--- config.mk ---
export PLATFORM = sky130hd
export DESIGN_NAME = clk_div_prog
export DESIGN_NICKNAME = d
export VERILOG_FILES = /design/src/rtl/clk_div_prog.sv
export SDC_FILE = /design/constraint.sdc
export NUM_CORES = 1
export LEC_CHECK = 0
export ABC_AREA = 1
export CAP_MARGIN = 40
export CORE_ASPECT_RATIO = 2
export CORE_MARGIN = 2
export CORE_UTILIZATION = 30
export CTS_CLUSTER_DIAMETER = 120
export DETAILED_ROUTE_END_ITERATION = 6
export GPL_TIMING_DRIVEN = 0
export PLACE_DENSITY_LB_ADDON = 0.08
export SLEW_MARGIN = 30
export SYNTH_ARGS = -nofsm -noshare
export SYNTH_HDL_FRONTEND = slang
export SYNTH_SLANG_ARGS = --single-unit
--- constraint.sdc ---
create_clock -name clk_in -period 4.4 [get_ports clk_in]
set_input_delay 0.88 -clock clk_in [delete_from_list [all_inputs] [get_ports clk_in]]
set_output_delay 0.88 -clock clk_in [all_outputs]
set_load 0.005 [all_outputs]
--- src/rtl/clk_div_prog.sv ---
// Multi-channel programmable clock divider with 50% duty outputs and rise ticks.
// New divisors are applied only at a falling boundary, or right away on a stopped channel.
module clk_div_prog_ch #(
  parameter int CNT_W       = 32,
  parameter int DEFAULT_DIV = 25
) (
  input  logic             clk_in,
  input  logic             reset,
  input  logic             wr_hit,
  input  logic [CNT_W-1:0] wr_div,
  output logic             clk_out,
  output logic             tick,
  output logic             pend
);

  logic [CNT_W-1:0] cnt_q, cnt_d;
  logic [CNT_W-1:0] act_q, act_d;
  logic [CNT_W-1:0] pdv_q, pdv_d;
  logic             clk_q, clk_d;
  logic             tick_q, tick_d;
  logic             pend_q, pend_d;
  logic             run;
  logic             last;
  logic [CNT_W-1:0] new_div;

  assign run     = (act_q != '0);
  assign last    = (cnt_q == act_q - CNT_W'(1));
  assign new_div = wr_hit ? wr_div : pdv_q;

  always_comb begin
    cnt_d  = cnt_q;
    act_d  = act_q;
    pdv_d  = pdv_q;
    clk_d  = clk_q;
    tick_d = 1'b0;
    pend_d = pend_q;
    if (!run) begin
      cnt_d = '0;
      clk_d = 1'b0;
      if (pend_q) begin
        act_d  = new_div;
        pdv_d  = new_div;
        pend_d = 1'b0;
      end else if (wr_hit) begin
        pdv_d  = wr_div;
        pend_d = 1'b1;
      end
    end else if (last) begin
      cnt_d  = '0;
      clk_d  = ~clk_q;
      tick_d = ~clk_q;
      // falling boundary: a same-edge write bypasses the pending slot
      if (clk_q) begin
        act_d  = new_div;
        pdv_d  = new_div;
        pend_d = 1'b0;
      end else if (wr_hit) begin
        pdv_d  = wr_div;
        pend_d = 1'b1;
      end
    end else begin
      cnt_d = cnt_q + CNT_W'(1);
      if (wr_hit) begin
        pdv_d  = wr_div;
        pend_d = 1'b1;
      end
    end
  end

  always_ff @(posedge clk_in) begin
    if (reset) begin
      cnt_q  <= '0;
      act_q  <= CNT_W'(DEFAULT_DIV);
      pdv_q  <= CNT_W'(DEFAULT_DIV);
      clk_q  <= 1'b0;
      tick_q <= 1'b0;
      pend_q <= 1'b0;
    end else begin
      cnt_q  <= cnt_d;
      act_q  <= act_d;
      pdv_q  <= pdv_d;
      clk_q  <= clk_d;
      tick_q <= tick_d;
      pend_q <= pend_d;
    end
  end

  assign clk_out = clk_q;
  assign tick    = tick_q;
  assign pend    = pend_q;

endmodule

module clk_div_prog #(
  parameter int NUM_CH      = 4,
  parameter int CNT_W       = 32,
  parameter int DEFAULT_DIV = 25,
  localparam int CH_W = (NUM_CH > 1) ? $clog2(NUM_CH) : 1
) (
  input  logic              clk_in,
  input  logic              reset,
  input  logic              wr_en,
  input  logic [CH_W-1:0]   wr_ch,
  input  logic [CNT_W-1:0]  wr_div,
  output logic [NUM_CH-1:0] clk_out,
  output logic [NUM_CH-1:0] tick,
  output logic [NUM_CH-1:0] pend
);

  logic [NUM_CH-1:0] wr_hit;

  for (genvar i = 0; i < NUM_CH; i++) begin : g_ch
    // channel indices past NUM_CH-1 never match, so those writes drop
    assign wr_hit[i] = wr_en && (wr_ch == CH_W'(i));

    clk_div_prog_ch #(
      .CNT_W       (CNT_W),
      .DEFAULT_DIV (DEFAULT_DIV)
    ) u_ch (
      .clk_in  (clk_in),
      .reset   (reset),
      .wr_hit  (wr_hit[i]),
      .wr_div  (wr_div),
      .clk_out (clk_out[i]),
      .tick    (tick[i]),
      .pend    (pend[i])
    );
  end

endmodule

==> results.yml, run 1 <==
floorplan:
  ios: 49
  fp.dieH_um: 398
  initial_core_util_pct: 30.2
  rows: 144
  design.die.area_sq_um: 79900
  die-width_um: 201
  core_area_sq_um: 76900
sta:
  finClkSkew_ns: 0.0233
  hold_viol_final: 0
  slew_viol_final: 0
  layout_min_cycle_time_ns: 3.62
  maxSlewHeadroom_pct: 38.6
  max_freq_ghz: 0.276
  period_share_pct: 82.3
  tns_ns: 0
  worstMarginPinSlew_ns: 0.915
  setup_viol: 0
  rsz0062_at_grt: "false"
placed_design:
  place_area_sq_um: 25000
  hpwlAfterDp_mm: 70.4
  numPortBuffers: 46
  place.gp.congestion: 0.934
cells_and_area:
  fin_area_sq_um: 26400
  n_antenna_cell: 0
  drive_gt1_share_pct: 6.74
  fin_nets: 3698
  syn_to_final_growth_pct: 13.4
pwr:
  p_per_area_nw_per_um2: 295
  p_leak_nw: 12.7
  vdd_drop_max_uv: 227
yosys:
  synth_flop_cell: "dfxtp_1"
  yosysUniqueCellTypes: 56
  synth_cells: 3564
  yosysMostFrequentCell: "nand2_1"
  syn_avg_cell_area_sq_um: 6.53
  synth-edff-count: 0
  synthArstFlopShare_pct: 0
  synth_commonest_cells: "nand2_1 (839), nor2_1 (687), dfxtp_1 (396)"
  ys_seq_area_share_pct: 34.1
  netlist_area_sq_um: 23300
  yosys_register_bits: 396
  synth_top_area_share_pct: 34.1
  synthTopCellsByArea: "dfxtp_1 (34%), nand2_1 (14%), nor2_1 (11%)"
  yosys_warnings: 0
  yosys.area.top_type: "dfxtp_1"
  syn_nets: 3609
route:
  drt_wl_total_mm: 84.9
  wl_met3_mm: 1.73
  wl_per_cell_um: 18.1
  wl_met2_mm: 48.0
  drt-initial-drc-count: 773
  vias: 21665
  viasPerCell: 4.61
  met1_length_mm: 29.0
  drtAntennaViolNets: 0
  top_layer: "met5"
  drc: 0
  first_pass_iters: 5
worst_setup_path:
  critPathKind: "flop to flop"
  critPathCaptureType: "flop"
  required_ns: 4.85
  path_max_fanout: 10
  worstPathArrival_ns: 4.07
  rr_worst_depth: 10
  cp-start-kind: "flop"
global_route:
  grt_use_total_pct: 21.2
  grt_pass1_wl_mm: 129
  grt_pass1_vias: 22116
  grt-ovfl-total: 0
  grt_max_degree: 16
  antenna_found_initial: 2
clock_tree:
  numCtsBuffers: 40
  worstSkewPairLatency_ns: 0.58
  clk_path_buf_depth: 3
  postCtsSetupBuffers: 0
  hold_buffers: 0
  ctsResizeCount: 0
  clkTransAtPathRegs_ns: 0.07
  htreeDepth: 2
  cts_root_buf: "clkbuf_16"
  cts_tree: "yes"
  numClockSinks: 396
hold_path:
  hold_path.class: "flop to flop"
  whs_path_depth: 1
outcome:
  outcome: "finished clean"
flow_run:
  cap_violations: 0
==> critical path, cell delays in order, from the launching register on <==
cell and delay [ns]:
dfxtp_1 0.42, inv_1 0.16, ha_1 0.24, nand2_1 0.15, nor2_4 0.28, nand3_1 0.14
nor3_1 0.72, nand2_1 0.45, clkbuf_1 0.34, a21boi_1 0.48, nor2_1 0.10
==> worst paths after layout <==
path                         start                     end  slack (ns)
max          g_ch[0].u_ch.act_q[0]  g_ch[0].u_ch.act_q[13]        0.78
min          g_ch[2].u_ch.cnt_q[0]   g_ch[2].u_ch.cnt_q[0]        0.49
max reg2reg  g_ch[0].u_ch.act_q[0]  g_ch[0].u_ch.act_q[13]        0.78
min reg2reg  g_ch[2].u_ch.cnt_q[0]   g_ch[2].u_ch.cnt_q[0]        0.49
==> per-stage QoR <==
step	hold slack, ns	util, %	cells	power (mW)	worst slack (ns)
floorplan	0.436	-	3564	3.98	1.86
global placement	0.465	32.5	4632	4.18	0.592
detailed placement	0.473	32.5	4633	4.18	0.607
CTS	0.489	34.3	4704	7.92	0.824
global route	0.495	34.3	4704	8.06	0.635
finish	0.486	34.3	4704	7.78	0.779
==> flip-flops by register name, summed over array words and instances, names as in the netlist <==
signal	flops
g_ch.u_ch.pdv_q	128
g_ch.u_ch.clk_out	4
g_ch.u_ch.act_q	128
g_ch.u_ch.pend	4
g_ch.u_ch.cnt_q	128
g_ch.u_ch.tick	4
==> layer usage <==
| metal | up-vias | GRT usage, % |
|---|---|---|
| met1 | 9737 | 18.6 |
| met2 | 307 | 44.4 |
| li1 | 11439 | - |
| met3 | 180 | 1.96 |
| met5 | - | 0 |
| met4 | 2 | 13.9 |
==> cell type report <==
class	count	area (sq um)
flip-flops and latches	396	7930
plain buffers	130	738
repair buffers	47	472
inverters	397	1490
well taps	1022	1280
multi-input cells	2641	13100
fillers	8675	50600
clock buffers	55	1160
clock inverters	16	199
==> power breakdown <==
| group | switching [mW] | internal (mW) |
|---|---|---|
| Clock | 1.61 | 2.08 |
| Sequential | 0.0259 | 3.64 |
| Combinational | 0.276 | 0.145 |
| Total | 1.91 | 5.87 |
==> kinds of logic (layout without fill, tap and decap cells) <==
group                      after synthesis  after routing  share of synthesized area [%]
AOI/OAI and AO/OA                      278            278                           7.04
xor gates and xnor gates               162            162                           6.22
adders and majority gates                8              8                          0.430
buffers and inverters                  527            645                           9.58
DFF                                    396            396                           34.1
muxes                                   56             56                           2.41
and+or+nand+nor                       2137           2137                           40.2
==> cell usage in the layout (no fill, tap or decap), types with 8 or more instances in the layout <==
| cell | n |
|---|---|
| xnor2_1 | 61 |
| nand3b_1 | 22 |
| nand2_1 | 839 |
| nand3_1 | 275 |
| inv_1 | 392 |
| nor3_1 | 62 |
| nand2_2 | 10 |
| o21ai_0 | 94 |
| clkbuf_1 | 75 |
| buf_4 | 20 |
| nor4_1 | 10 |
| a21boi_1 | 30 |
| clkdlybuf4s50_1 | 46 |
| clkbuf_16 | 41 |
| a21boi_0 | 42 |
| o21ai_1 | 17 |
| xor2_1 | 99 |
| a21oi_1 | 67 |
| mux2i_1 | 56 |
| ha_1 | 8 |
| buf_6 | 16 |
| nor3b_1 | 35 |
| nor2_2 | 32 |
| nor2_1 | 687 |
| o21a_1 | 9 |
| clkbuf_8 | 11 |
| buf_2 | 16 |
| nand4_1 | 73 |
| nand3_2 | 10 |
| dfxtp_1 | 396 |
| or2_2 | 50 |
Note: power is estimated with default switching activity, not from simulation.
==> run 2, diff against run 1 <==
==> constraint.sdc (replaced) <==
create_clock -name clk_in -period 3.7 [get_ports clk_in]
set_input_delay 0.74 -clock clk_in [delete_from_list [all_inputs] [get_ports clk_in]]
set_output_delay 0.74 -clock clk_in [all_outputs]
set_load 0.005 [all_outputs]
==> results.yml, run 2 (synthesis results as in run 1) <==
outcome:
  outcome: "finished clean"
cells_and_area:
  syn_to_final_growth_pct: 13.4
  n_antenna_cell: 0
  multi_input_area_sq_um: 13100
  layout_common_cells: "nand2_1 (839), nor2_1 (686), dfxtp_1 (396)"
  nFillCells: 8676
  regArea_sq_um: 7930
  drive_gt1_share_pct: 6.79
  final_common_cell: "nand2_1"
  top_regs: "g_ch.u_ch.act_q (128), g_ch.u_ch.cnt_q (128), g_ch.u_ch.pdv_q (128)"
  fin_nets: 3698
sta:
  maxSlewHeadroom_pct: 40.3
  tns_ns: 0
  hold_viol_final: 0
  max_freq_ghz: 0.290
  setup_ws_ns: 0.247
  setup_viol: 0
  finClkSkew_ns: 0.0223
  rsz0062_at_grt: "false"
  slew_viol_final: 0
  period_share_pct: 93.3
  whs_ns: 0.486
  layout_min_cycle_time_ns: 3.45
  worstMarginPinSlew_ns: 0.889
pwr:
  p_clk_share_pct: 47.4
  power.internal_mw: 6.98
  comb_power_share_pct: 5.4
  p_per_area_nw_per_um2: 351
  p_sw_share_pct: 24.5
  p_total_mw: 9.25
  seqPwrFrac_pct: 47.2
  p_leak_nw: 12.7
  p_sw_mw: 2.26
  vdd_drop_max_uv: 270
clock_tree:
  htreeDepth: 2
  cts_root_buf: "clkbuf_16"
  cts_tree: "yes"
  worstSkewPairLatency_ns: 0.58
  clkTransAtPathRegs_ns: 0.07
  clk_path_buf_depth: 3
  numClockSinks: 396
  numCtsBuffers: 40
  hold_buffers: 0
  postCtsSetupBuffers: 0
global_route:
  grt_max_degree: 16
  met3_usage_pct: 1.96
  antenna_found_initial: 2
  grt-ovfl-total: 0
  grt_pass1_wl_mm: 129
  grt.busiest_layer: "met2"
  grt_use_total_pct: 21.2
  met2_usage_pct: 44.4
  use_met1_pct: 18.6
  grt_pass1_vias: 22116
flow_run:
  cap_violations: 0
route:
  drc: 0
  drtAntennaViolNets: 0
  drt_wl_total_mm: 84.8
  viasPerCell: 4.60
  first_pass_iters: 4
  drt-initial-drc-count: 751
  wl_per_cell_um: 18.0
  vias: 21636
floorplan:
  die-width_um: 201
  initial_core_util_pct: 30.2
  design.die.area_sq_um: 79900
  ios: 49
  fp.dieH_um: 398
  rows: 144
  core_area_sq_um: 76900
placed_design:
  place.gp.congestion: 0.934
  hpwlAfterDp_mm: 70.4
  place_ws_ns: 0.0471
  numPortBuffers: 46
worst_setup_path:
  path_max_fanout: 10
  reg2reg_slack_ns: 0.25
  worstPathArrival_ns: 3.91
  critPathCaptureType: "flop"
  required_ns: 4.16
  critPathKind: "flop to flop"
  cp-start-kind: "flop"
hold_path:
  hold_path.class: "flop to flop"
[run 2: cell types whose count changed in the layout (fill, tap and decap cells not counted)]
cell / previous run / this run
a21boi_1: 30 / 29
a21boi_2: 0 / 1
nor2_1: 687 / 686
nor2_2: 32 / 33
[run 2: per-layer routing]
metal	part of all wire (%)	up-vias
met2	57	317
met1	34	9692
li1	-	11439
met3	2.1	186
met5	0.015	-
met4	7.3	2
[run 2: cell type report]
class / count / share of cell area (%)
multi-input cells: 2641 / 49.7
flip-flops and latches: 396 / 30.1
inverters: 397 / 5.65
well taps: 1022 / 4.85
clock buffers: 55 / 4.39
plain buffers: 130 / 2.80
repair buffers: 47 / 1.79
clock inverters: 16 / 0.754
[run 2: worst paths after layout]
path / start / to / cells after the start
setup / recovery: g_ch[0].u_ch.act_q[0] / g_ch[0].u_ch.act_q[13] / 10
hold reg to reg: g_ch[2].u_ch.cnt_q[0] / g_ch[2].u_ch.cnt_q[0] / 1
setup reg to reg: g_ch[0].u_ch.act_q[0] / g_ch[0].u_ch.act_q[13] / 10
hold / removal: g_ch[2].u_ch.cnt_q[0] / g_ch[2].u_ch.cnt_q[0] / 1
[run 2: worst max-delay path, stage by stage (launching register included)]
cell	delay, ns
dfxtp_1	0.42
inv_1	0.16
ha_1	0.24
nand2_1	0.15
nor2_4	0.27
nand3_1	0.14
nor3_1	0.70
nand2_1	0.45
clkbuf_1	0.35
a21boi_2	0.36
nor2_1	0.09
[run 2: timing repair]
item                                    in CTS  in global routing
gates resized for setup                      0                  2
endpoints found under the setup margin       0                 21
endpoints found under the hold margin        0                  0
[run 2: stage by stage]
stage / cell area, sq um / instances / utilization, %
after global placement: 25000 / 4632 / 32.5
final: 26400 / 4704 / 34.3
after global routing: 26400 / 4704 / 34.3
after CTS: 26400 / 4704 / 34.3
after detailed placement: 25000 / 4633 / 32.5
after floorplan: 23300 / 3564 / -
[run 2: power by group through the flow]
stage                     sequential (mW)  clock (mW)  combinational, mW
after CTS                            4.36        4.54              0.511
after floorplan                      4.45           0              0.281
after global placement               4.46           0              0.506
after detailed placement             4.46           0              0.509
after global routing                 4.37        4.66              0.550
final                                4.37        4.38              0.500
